$ cat src/rtl/std_go_done_issue_if.sv
// Bundles the operand stream, result stream and go/done unit signals of std_go_done_issue.
// master: the issue block; slave: the environment (producer, consumer and attached unit).
interface std_go_done_issue_if #(
  parameter int unsigned WIDTH = 32
);
  logic             in_valid;
  logic             in_ready;
  logic [WIDTH-1:0] in_left;
  logic [WIDTH-1:0] in_right;

  logic             out_valid;
  logic             out_ready;
  logic [WIDTH-1:0] out_data;

  logic             unit_go;
  logic [WIDTH-1:0] unit_left;
  logic [WIDTH-1:0] unit_right;
  logic [WIDTH-1:0] unit_out;
  logic             unit_done;

  modport master (
    input  in_valid, in_left, in_right,
    output in_ready,
    output out_valid, out_data,
    input  out_ready,
    output unit_go, unit_left, unit_right,
    input  unit_out, unit_done
  );

  modport slave (
    output in_valid, in_left, in_right,
    input  in_ready,
    input  out_valid, out_data,
    output out_ready,
    input  unit_go, unit_left, unit_right,
    output unit_out, unit_done
  );
endinterface

$ cat src/rtl/std_go_done_issue.sv
// Stream-to-go/done adapter: issues operand pairs to one go/done unit and buffers its result.
// Optional BUSY watchdog with sticky err is built when STD_GO_DONE_TIMEOUT_EN is defined.
module std_go_done_issue #(
  parameter int unsigned WIDTH   = 32,
  parameter int unsigned TIMEOUT = 128
) (
  input  logic                 clk,
  input  logic                 reset,
  std_go_done_issue_if.master  bus,
  output logic                 busy,
  output logic                 err
);

  typedef enum logic [1:0] {StIdle, StBusy, StGap} state_e;

  state_e           state_q, state_d;
  logic             go_q, go_d;
  logic [WIDTH-1:0] left_q, left_d;
  logic [WIDTH-1:0] right_q, right_d;
  logic [WIDTH-1:0] data_q, data_d;
  logic             valid_q, valid_d;
  logic             err_q, err_d;
  logic             accept;
  logic             timeout_hit;

  // The slot is only refilled from BUSY, so gating acceptance on an empty
  // (or draining) slot guarantees a captured result is never overwritten.
  assign bus.in_ready = (state_q == StIdle) && (!valid_q || bus.out_ready);
  assign accept       = bus.in_valid && bus.in_ready;

`ifdef STD_GO_DONE_TIMEOUT_EN
  localparam int unsigned CntW = $clog2(TIMEOUT + 1);

  logic [CntW-1:0] cnt_q, cnt_d;

  // cnt_q counts completed BUSY cycles, so TIMEOUT-1 marks the TIMEOUT-th one.
  assign timeout_hit = (state_q == StBusy) && !bus.unit_done &&
                       (cnt_q == CntW'(TIMEOUT - 1));

  always_comb begin
    cnt_d = cnt_q;
    if (accept) begin
      cnt_d = '0;
    end else if (state_q == StBusy) begin
      cnt_d = cnt_q + CntW'(1);
    end
  end

  always_ff @(posedge clk) begin
    if (reset) begin
      cnt_q <= '0;
    end else begin
      cnt_q <= cnt_d;
    end
  end
`else
  logic unused_timeout;

  assign unused_timeout = ^TIMEOUT;
  assign timeout_hit    = 1'b0;
`endif

  // State register.
  always_ff @(posedge clk) begin
    if (reset) begin
      state_q <= StIdle;
    end else begin
      state_q <= state_d;
    end
  end

  // Next-state logic.
  always_comb begin
    state_d = state_q;
    unique case (state_q)
      StIdle: begin
        if (accept) begin
          state_d = StBusy;
        end
      end
      StBusy: begin
        if (bus.unit_done || timeout_hit) begin
          state_d = StGap;
        end
      end
      StGap:   state_d = StIdle;
      default: state_d = StIdle;
    endcase
  end

  // Output and datapath next values; done outside BUSY is deliberately ignored.
  always_comb begin
    go_d    = go_q;
    left_d  = left_q;
    right_d = right_q;
    data_d  = data_q;
    valid_d = valid_q;
    err_d   = err_q;

    if (valid_q && bus.out_ready) begin
      valid_d = 1'b0;
    end

    unique case (state_q)
      StIdle: begin
        if (accept) begin
          go_d    = 1'b1;
          left_d  = bus.in_left;
          right_d = bus.in_right;
        end
      end
      StBusy: begin
        if (bus.unit_done) begin
          go_d    = 1'b0;
          data_d  = bus.unit_out;
          valid_d = 1'b1;
        end else if (timeout_hit) begin
          go_d  = 1'b0;
          err_d = 1'b1;
        end
      end
      default: begin
        go_d = 1'b0;
      end
    endcase
  end

  always_ff @(posedge clk) begin
    if (reset) begin
      go_q    <= 1'b0;
      left_q  <= '0;
      right_q <= '0;
      data_q  <= '0;
      valid_q <= 1'b0;
      err_q   <= 1'b0;
    end else begin
      go_q    <= go_d;
      left_q  <= left_d;
      right_q <= right_d;
      data_q  <= data_d;
      valid_q <= valid_d;
      err_q   <= err_d;
    end
  end

  assign bus.unit_go    = go_q;
  assign bus.unit_left  = left_q;
  assign bus.unit_right = right_q;
  assign bus.out_valid  = valid_q;
  assign bus.out_data   = data_q;
  assign busy           = (state_q != StIdle);
  assign err            = err_q;

endmodule

$ cat src/flat_wrapper.sv
// flat-port wrapper written by rule: the top's interface ports become plain ports
module std_go_done_issue_flat 
#(
  parameter int unsigned WIDTH   = 32,
  parameter int unsigned TIMEOUT = 128
)
  (clk, reset, busy, err, bus_in_valid, bus_in_left, bus_in_right, bus_in_ready, bus_out_valid, bus_out_data, bus_out_ready, bus_unit_go, bus_unit_left, bus_unit_right, bus_unit_out, bus_unit_done);
  std_go_done_issue_if #(.WIDTH(WIDTH)) bus_i ();
  input  logic clk;
  input  logic reset;
  output logic busy;
  output logic err;
  input wire logic [$bits(bus_i.in_valid)-1:0] bus_in_valid;
  input wire logic [$bits(bus_i.in_left)-1:0] bus_in_left;
  input wire logic [$bits(bus_i.in_right)-1:0] bus_in_right;
  output wire logic [$bits(bus_i.in_ready)-1:0] bus_in_ready;
  output wire logic [$bits(bus_i.out_valid)-1:0] bus_out_valid;
  output wire logic [$bits(bus_i.out_data)-1:0] bus_out_data;
  input wire logic [$bits(bus_i.out_ready)-1:0] bus_out_ready;
  output wire logic [$bits(bus_i.unit_go)-1:0] bus_unit_go;
  output wire logic [$bits(bus_i.unit_left)-1:0] bus_unit_left;
  output wire logic [$bits(bus_i.unit_right)-1:0] bus_unit_right;
  input wire logic [$bits(bus_i.unit_out)-1:0] bus_unit_out;
  input wire logic [$bits(bus_i.unit_done)-1:0] bus_unit_done;
  assign bus_i.in_valid = bus_in_valid;
  assign bus_i.in_left = bus_in_left;
  assign bus_i.in_right = bus_in_right;
  assign bus_in_ready = bus_i.in_ready;
  assign bus_out_valid = bus_i.out_valid;
  assign bus_out_data = bus_i.out_data;
  assign bus_i.out_ready = bus_out_ready;
  assign bus_unit_go = bus_i.unit_go;
  assign bus_unit_left = bus_i.unit_left;
  assign bus_unit_right = bus_i.unit_right;
  assign bus_i.unit_out = bus_unit_out;
  assign bus_i.unit_done = bus_unit_done;
  std_go_done_issue #(.WIDTH(WIDTH), .TIMEOUT(TIMEOUT)) u_core (.clk(clk), .reset(reset), .bus(bus_i), .busy(busy), .err(err));
endmodule
$ cat config.mk
export PLATFORM = sky130hd
export DESIGN_NAME = std_go_done_issue_flat
export DESIGN_NICKNAME = d
export VERILOG_FILES = /design/src/rtl/std_go_done_issue_if.sv /design/src/rtl/std_go_done_issue.sv /design/src/flat_wrapper.sv
export SDC_FILE = /design/constraint.sdc
export NUM_CORES = 1
export LEC_CHECK = 0
export CAP_MARGIN = 5
export CORE_MARGIN = 5
export CORE_UTILIZATION = 25
export CTS_CLUSTER_DIAMETER = 200
export DETAILED_ROUTE_END_ITERATION = 10
export GPL_ROUTABILITY_DRIVEN = 1
export PLACE_DENSITY_LB_ADDON = 0.12
export RECOVER_POWER = 50
export SLEW_MARGIN = 10
export SYNTH_ARGS = -nofsm -noshare
export SYNTH_HDL_FRONTEND = slang
export SYNTH_SLANG_ARGS = --single-unit
$ cat constraint.sdc
create_clock -name clk -period 2.97 [get_ports clk]
set_clock_uncertainty 0.05 [all_clocks]
set_input_delay 0.594 -clock clk [delete_from_list [all_inputs] [get_ports clk]]
set_output_delay 0.594 -clock clk [all_outputs]
set_load 0.01 [all_outputs]
==> results of run 1 <==
-- kinds of logic (layout without fill, tap and decap cells) --
| kind of cell | count (synthesis) | count (layout) | synth area share [%] |
|---|---|---|---|
| AOI/OAI and AO/OA | 34 | 34 | 4.10 |
| buffers and inverters | 34 | 223 | 6.50 |
| DFF | 99 | 99 | 47.4 |
| muxes | 64 | 64 | 15.3 |
| other | 1 | 2 | 0.0897 |
| and+or+nand+nor | 201 | 201 | 26.6 |
-- final cells by class --
class	instances	share of cell area [%]
Timing Repair Buffer	206	31.5
Sequential cell	99	30.3
Clock buffer	12	3.77
Tap cell	220	4.21
Multi-Input combinational cell	300	29.3
Antenna cell	1	0.0383
Inverter	1	0.0574
Clock inverter	4	0.766
-- registers in the layout (all words and copies together) (netlist names) --
signal and flops:
u_core.bus.out_data 32, u_core.bus.out_valid 1, u_core.bus.unit_left 32, u_core.bus.unit_right 32
u_core.state_q 2
-- cell usage after synthesis (2+ instances only) --
| master | instances |
|---|---|
| nand2b_1 | 128 |
| nor2_1 | 2 |
| buf_2 | 9 |
| a21oi_1 | 33 |
| dfxtp_1 | 99 |
| clkbuf_1 | 13 |
| mux2i_1 | 64 |
| buf_4 | 3 |
| buf_12 | 7 |
| nand2_1 | 64 |
-- power groups by stage --
stage               Sequential (mW)  Clock [mW]  Combinational (mW)
detailed placement             1.49           0               0.622
CTS                            1.46        1.25               0.625
global route                   1.47        1.29               0.647
finish                         1.45        1.18               0.597
floorplan                      1.52           0               0.255
global placement               1.48           0               0.618
-- critical path, stage by stage --
cell             delay (ps)
dlygate4sd3_1           530
nand2b_1                190
and2_1                  180
clkdlybuf4s50_1         490
-- worst min path at each step --
stage | from | end | depth (start not counted)
2_1_floorplan | u_core.bus.out_data[10] | u_core.bus.out_data[10] | 2
3_3_place_gp | u_core.bus.out_data[31] | u_core.bus.out_data[31] | 2
3_5_place_dp | u_core.bus.out_data[2] | u_core.bus.out_data[2] | 2
4_1_cts | u_core.bus.out_data[2] | u_core.bus.out_data[2] | 2
5_1_grt | u_core.bus.out_data[11] | u_core.bus.out_data[11] | 2
6_report | u_core.bus.out_data[11] | u_core.bus.out_data[11] | 2
-- stage by stage --
step	utilization [%]	cell area (um2)	worst slack, ps
2_1_floorplan	-	4180	1430
3_3_place_gp	38.1	6280	441
3_5_place_dp	38.1	6280	459
4_1_cts	39.9	6580	440
5_1_grt	39.7	6530	231
6_report	39.7	6530	337
-- routing by layer --
layer / routed length (um) / share of wire, % / vias to the layer above / track usage [%]
met5: 0 / 0 / - / 0
met4: 219 / 1.9 / 0 / 4.48
met3: 1260 / 11 / 13 / 6.04
met2: 5430 / 47 / 124 / 19.8
met1: 4740 / 41 / 1524 / 12.7
li1: - / - / 1748 / -
==> qor.txt, run 1 <==
Critical Path RT: 2330 ps
clock share of power: 36.6%
syn avg cell area: 9.65 um2
Worst setup EP type: output pin
Final GP Congestion: 0.710
register area: 1980 um2
Tcrit/Tclk final: 88.6%
Comb pwr share: 18.5%
Slew @ Worst Pin: 1220 ps
Hold Buf Count CTS: 0
max cap viols: 0
fraction of layout cells with a size suffix above 1: 3.38%
Rows: 47
top_reg_cell synth: dfxtp_1
FF+latch count, synth: 99
Ys Warns: 0
CP arrival: 1990 ps
FILL cells: 1637
Final Max Tran Viols: 0
EDFF count, synth: 0
setup total negative slack: 0 ps
RR Endpoint: u_core.bus.unit_left[2]
post-synth top area share: 47.4%
P per Cell Area: 495 nW/um2
Mapped Cells: 433
PnR Total Power: 3.24 mW
initial core utilization: 25.4%
Netlist cell types: 21
CTS max path bufs: 2
Post-Route WL: 11600 um
endpoints failing setup: 0
area of the multi-input gates: 1910 um2
CTS Buf Count: 9
outcome: complete, no violations
Cell Area, Synth: 4180 um2
cell taking the most area after synthesis: dfxtp_1
Fin. Hold Viols: 0
largest net degree at the start of global routing: 87
Seq/Total Area, Yosys: 47.4%
Critical Path End: bus_in_ready
worst rel slew slack: 18.5%
area of the die: 19400 um2
routed via count: 3409
I/O Pins: 202
clk root buf: clkbuf_16
Layout Nets: 718
Cells after DPL: 826
CTS tree: yes
RSZ-0062 raised after global routing: false
Port Buffers: 200
WL/cell: 13.8 um
Layout Cells excl Fill: 843
Die Ht: 139 um
vias in the first global route: 3588
static leakage: 2.48 nW
Worst R2R Setup Slack: 870 ps
Critical path origin: bus_out_ready
vias per cell: 4.04
internal power: 2.45 mW
most common cell after layout, fill and taps aside: clkdlybuf4s50_1
initial detailed-routing violation count: 116
Post-CTS Setup Inserts: 0
Max Clock Freq: 0.380 GHz
clock sink count: 99
grt ovf: 0
min cycle time layout: 2630 ps
syn_nets: 534
initial antenna violation count: 1
Die Width: 139 um
Post-synth ARST share: 0%
Sw Ratio: 24.2%
worst-case reg-to-reg path depth: 4
Sw Pwr: 784 uW
CTS H-tree depth: 3
post-CTS sizing: 0
Seq pwr share: 44.9%
Routed Antenna Nets: 0
total track usage: 11.8%
peak supply drop: 315 uV
Final HPWL DP: 8430 um
Area contributors post-synth: dfxtp_1 (47%), nand2b_1 (19%), mux2i_1 (15%)
HP Class: reg2reg
Core ar.: 16500 um2
first-pass GRT wire length: 18600 um
worst skew pair latency: 340 ps
Worst Setup Path Type: in2out
most frequent cells in the layout: clkdlybuf4s50_1 (168), nand2b_1 (129), dfxtp_1 (99)
Syn-to-layout area delta: 56.3%
worst r2r src: u_core.state_q[1]
DR DRC count: 0
clock-pin slew on the worst setup and hold paths: 70 ps
crit start category: input port
Worst Hold Slack: 401 ps
critical path peak fanout: 4
DR pass1 iterations: 4
(Power assumes the default switching activity.)
==> run 2, diff against run 1 <==
--- a/config.mk
+++ b/config.mk
@@ -5,10 +5,10 @@
 export SDC_FILE = /design/constraint.sdc
 export NUM_CORES = 1
 export LEC_CHECK = 0
-export CAP_MARGIN = 5
 export CORE_MARGIN = 5
 export CORE_UTILIZATION = 25
 export CTS_CLUSTER_DIAMETER = 200
+export CTS_CLUSTER_SIZE = 12
 export DETAILED_ROUTE_END_ITERATION = 10
 export GPL_ROUTABILITY_DRIVEN = 1
 export PLACE_DENSITY_LB_ADDON = 0.12
==> results of run 2 <==
Final layout, timing and power as in run 1 (identical DEF).
==> run 3, diff against run 2 <==
--- a/config.mk
+++ b/config.mk
@@ -10,6 +10,7 @@
 export CTS_CLUSTER_DIAMETER = 200
 export CTS_CLUSTER_SIZE = 12
 export DETAILED_ROUTE_END_ITERATION = 10
+export DONT_BUFFER_PORTS = 1
 export GPL_ROUTABILITY_DRIVEN = 1
 export PLACE_DENSITY_LB_ADDON = 0.12
 export RECOVER_POWER = 50
==> run 3 against run 2 <==
Effect of this change:
- routed wire length decreased by 12%
- power decreased by 6.3%
- global-route usage decreased by 1.5 points
- sequential power increased by 5%
- worst hold slack got worse by 110 ps
- largest power group unchanged
- sequential cell count unchanged
- critical path depth decreased by 2
- critical endpoint unchanged
- fmax increased by 46%
- cell count decreased by 24%
- die area unchanged
- sequential share of layout area increased by 13 points
==> qor.txt, run 3 (synthesis gave the netlist of run 1 again) <==
outcome: complete, no violations
Worst Setup Path Type: reg2out
Crit-path slowest cell: dfxtp_1
area of the die: 19400 um2 (unchanged)
Slew @ Worst Pin: 512 ps (-711 ps)
internal power: 2.32 mW (-5.6%)
Layout Nets: 516 (-28%)
fraction of layout cells with a size suffix above 1: 5.24% (+1.9 points)
clk root buf: clkbuf_16
Tcrit/Tclk final: 60.9% (-28 points)
clock share of power: 42.5% (+5.9 points)
static leakage: 1.67 nW (-33%)
Die Ht: 139 um (unchanged)
Final GP Congestion: 0.685 (-3.5%)
initial antenna violation count: 0 (-1)
DR pass1 iterations: 4 (unchanged)
largest net degree at the start of global routing: 164 (+89%)
crit start category: flop
WL/cell: 16.0 um (+16%)
Comb pwr share: 7.4% (-11 points)
initial core utilization: 25.4% (unchanged)
Fin. Hold Viols: 0 (unchanged)
Critical Path RT: 2330 ps (about the same)
worst rel slew slack: 65.7% (+47 points)
Final HPWL DP: 7020 um (-17%)
Rows: 47 (unchanged)
Post-CTS Setup Inserts: 0 (unchanged)
min cycle time layout: 1810 ps (-824 ps)
area of the multi-input gates: 1930 um2 (+0.65%)
most common cell after layout, fill and taps aside: nand2b_1
initial detailed-routing violation count: 94 (-19%)
routed via count: 2690 (-21%)
DR DRC count: 0 (unchanged)
vias per cell: 4.20 (+3.9%)
Syn-to-layout area delta: 9.07%
Core ar.: 16500 um2 (unchanged)
Cells after DPL: 624 (-24%)
Routed Antenna Nets: 0 (unchanged)
Worst R2R Setup Slack: 1230 ps (+360 ps)
RR Endpoint: u_core.bus.unit_right[19]
CTS H-tree depth: 3 (unchanged)
RSZ-0062 raised after global routing: false
most frequent cells in the layout: nand2b_1 (128), dfxtp_1 (99), nand2_1 (64), mux2i_1 (64), a21oi_1 (33)
endpoints failing setup: 0 (unchanged)
clock-pin slew on the worst setup and hold paths: 70 ps (about the same)
CTS tree: yes
Sw Pwr: 717 uW (-8.6%)
Die Width: 139 um (unchanged)
CTS max path bufs: 2 (unchanged)
grt ovf: 0 (unchanged)
Worst path depth: 2 (-2)
ant diodes: 0 (-1)
CP top delay family: simple AND/OR/NAND/NOR gates
FILL cells: 1759 (+7.5%)
Worst setup EP type: output pin
buffers and inverters on the worst path: 0 (-2)
CP Cell Sequence: nor2_2 > and2_1
setup total negative slack: 0 ps (unchanged)
I/O Pins: 202 (unchanged)
Sw Ratio: 23.6% (-0.60 points)
worst-case reg-to-reg path depth: 4 (unchanged)
peak supply drop: 324 uV (+2.8%)
Critical Path End: bus_in_ready
max cap viols: 0 (unchanged)
first-pass GRT wire length: 16000 um (-14%)
Post-Route WL: 10300 um (-12%)
critical path peak fanout: 5 (+1)
Seq pwr share: 50.1% (+5.2 points)
register area: 1980 um2 (unchanged)
Final Max Tran Viols: 0 (unchanged)
worst r2r src: u_core.state_q[0]
vias in the first global route: 2780 (-23%)
HP Class: in2reg
P per Cell Area: 665 nW/um2 (+34%)
Layout Cells excl Fill: 640 (-24%)
PnR Total Power: 3.03 mW (-6.3%)
worst skew pair latency: 340 ps (about the same)
Hold Buf Count CTS: 0 (unchanged)
clock sink count: 99 (unchanged)
total track usage: 10.3% (-1.5 points)
Max stage delay on crit path: 390 ps (-140 ps)
Critical path origin: u_core.state_q[0]
Port Buffers: 0 (-100%)
CP arrival: 1160 ps (-830 ps)
post-CTS sizing: 0 (unchanged)
Max Clock Freq: 0.553 GHz (+46%)
CTS Buf Count: 9 (unchanged)
[run 3: power by group through the flow]
stage	logic [mW]	registers [mW]	clock network (mW)
4_1_cts	0.231	1.52	1.36
6_report	0.226	1.52	1.29
2_1_floorplan	0.255	1.52	0
3_3_place_gp	0.224	1.55	0
3_5_place_dp	0.231	1.55	0
5_1_grt	0.255	1.53	1.40
[run 3: final cells by class]
cell class / instances / share of cell area [%]
clock buffers: 12 / 5.63
clock inverters: 4 / 1.59
inverters: 1 / 0.0823
multi-input cells: 300 / 42.2
flip-flops and latches: 99 / 43.5
well taps: 220 / 6.04
repair buffers: 4 / 0.933
[run 3: worst min-delay path by stage]
| stage | from | slack [ps] | depth (start not counted) | to |
|---|---|---|---|---|
| global route | reset | 260 | 1 | u_core.bus.out_data[14] |
| finish | reset | 300 | 1 | u_core.bus.out_data[14] |
| floorplan | u_core.bus.out_data[10] | 430 | 2 | u_core.bus.out_data[10] |
| detailed placement | u_core.bus.out_data[21] | 450 | 2 | u_core.bus.out_data[21] |
| global placement | u_core.bus.out_data[12] | 440 | 2 | u_core.bus.out_data[12] |
| CTS | reset | 250 | 1 | u_core.bus.out_data[14] |
[run 3: through the flow]
stage / util, % / worst slack (ps) / hold slack, ps / area [um2]
3_3_place_gp: 25.7 / 1130 / 440 / 4230
4_1_cts: 27.7 / 1130 / 251 / 4560
3_5_place_dp: 25.7 / 1080 / 445 / 4230
5_1_grt: 27.7 / 1030 / 264 / 4560
2_1_floorplan: - / 1430 / 429 / 4180
6_report: 27.7 / 1160 / 295 / 4560
[run 3: routing by layer]
metal	vias up	wire length [um]	track usage [%]
met2	124	4460	15.4
met5	-	0	0
met3	12	1370	6.00
li1	1342	-	-
met4	0	201	4.79
met1	1212	4230	12.0
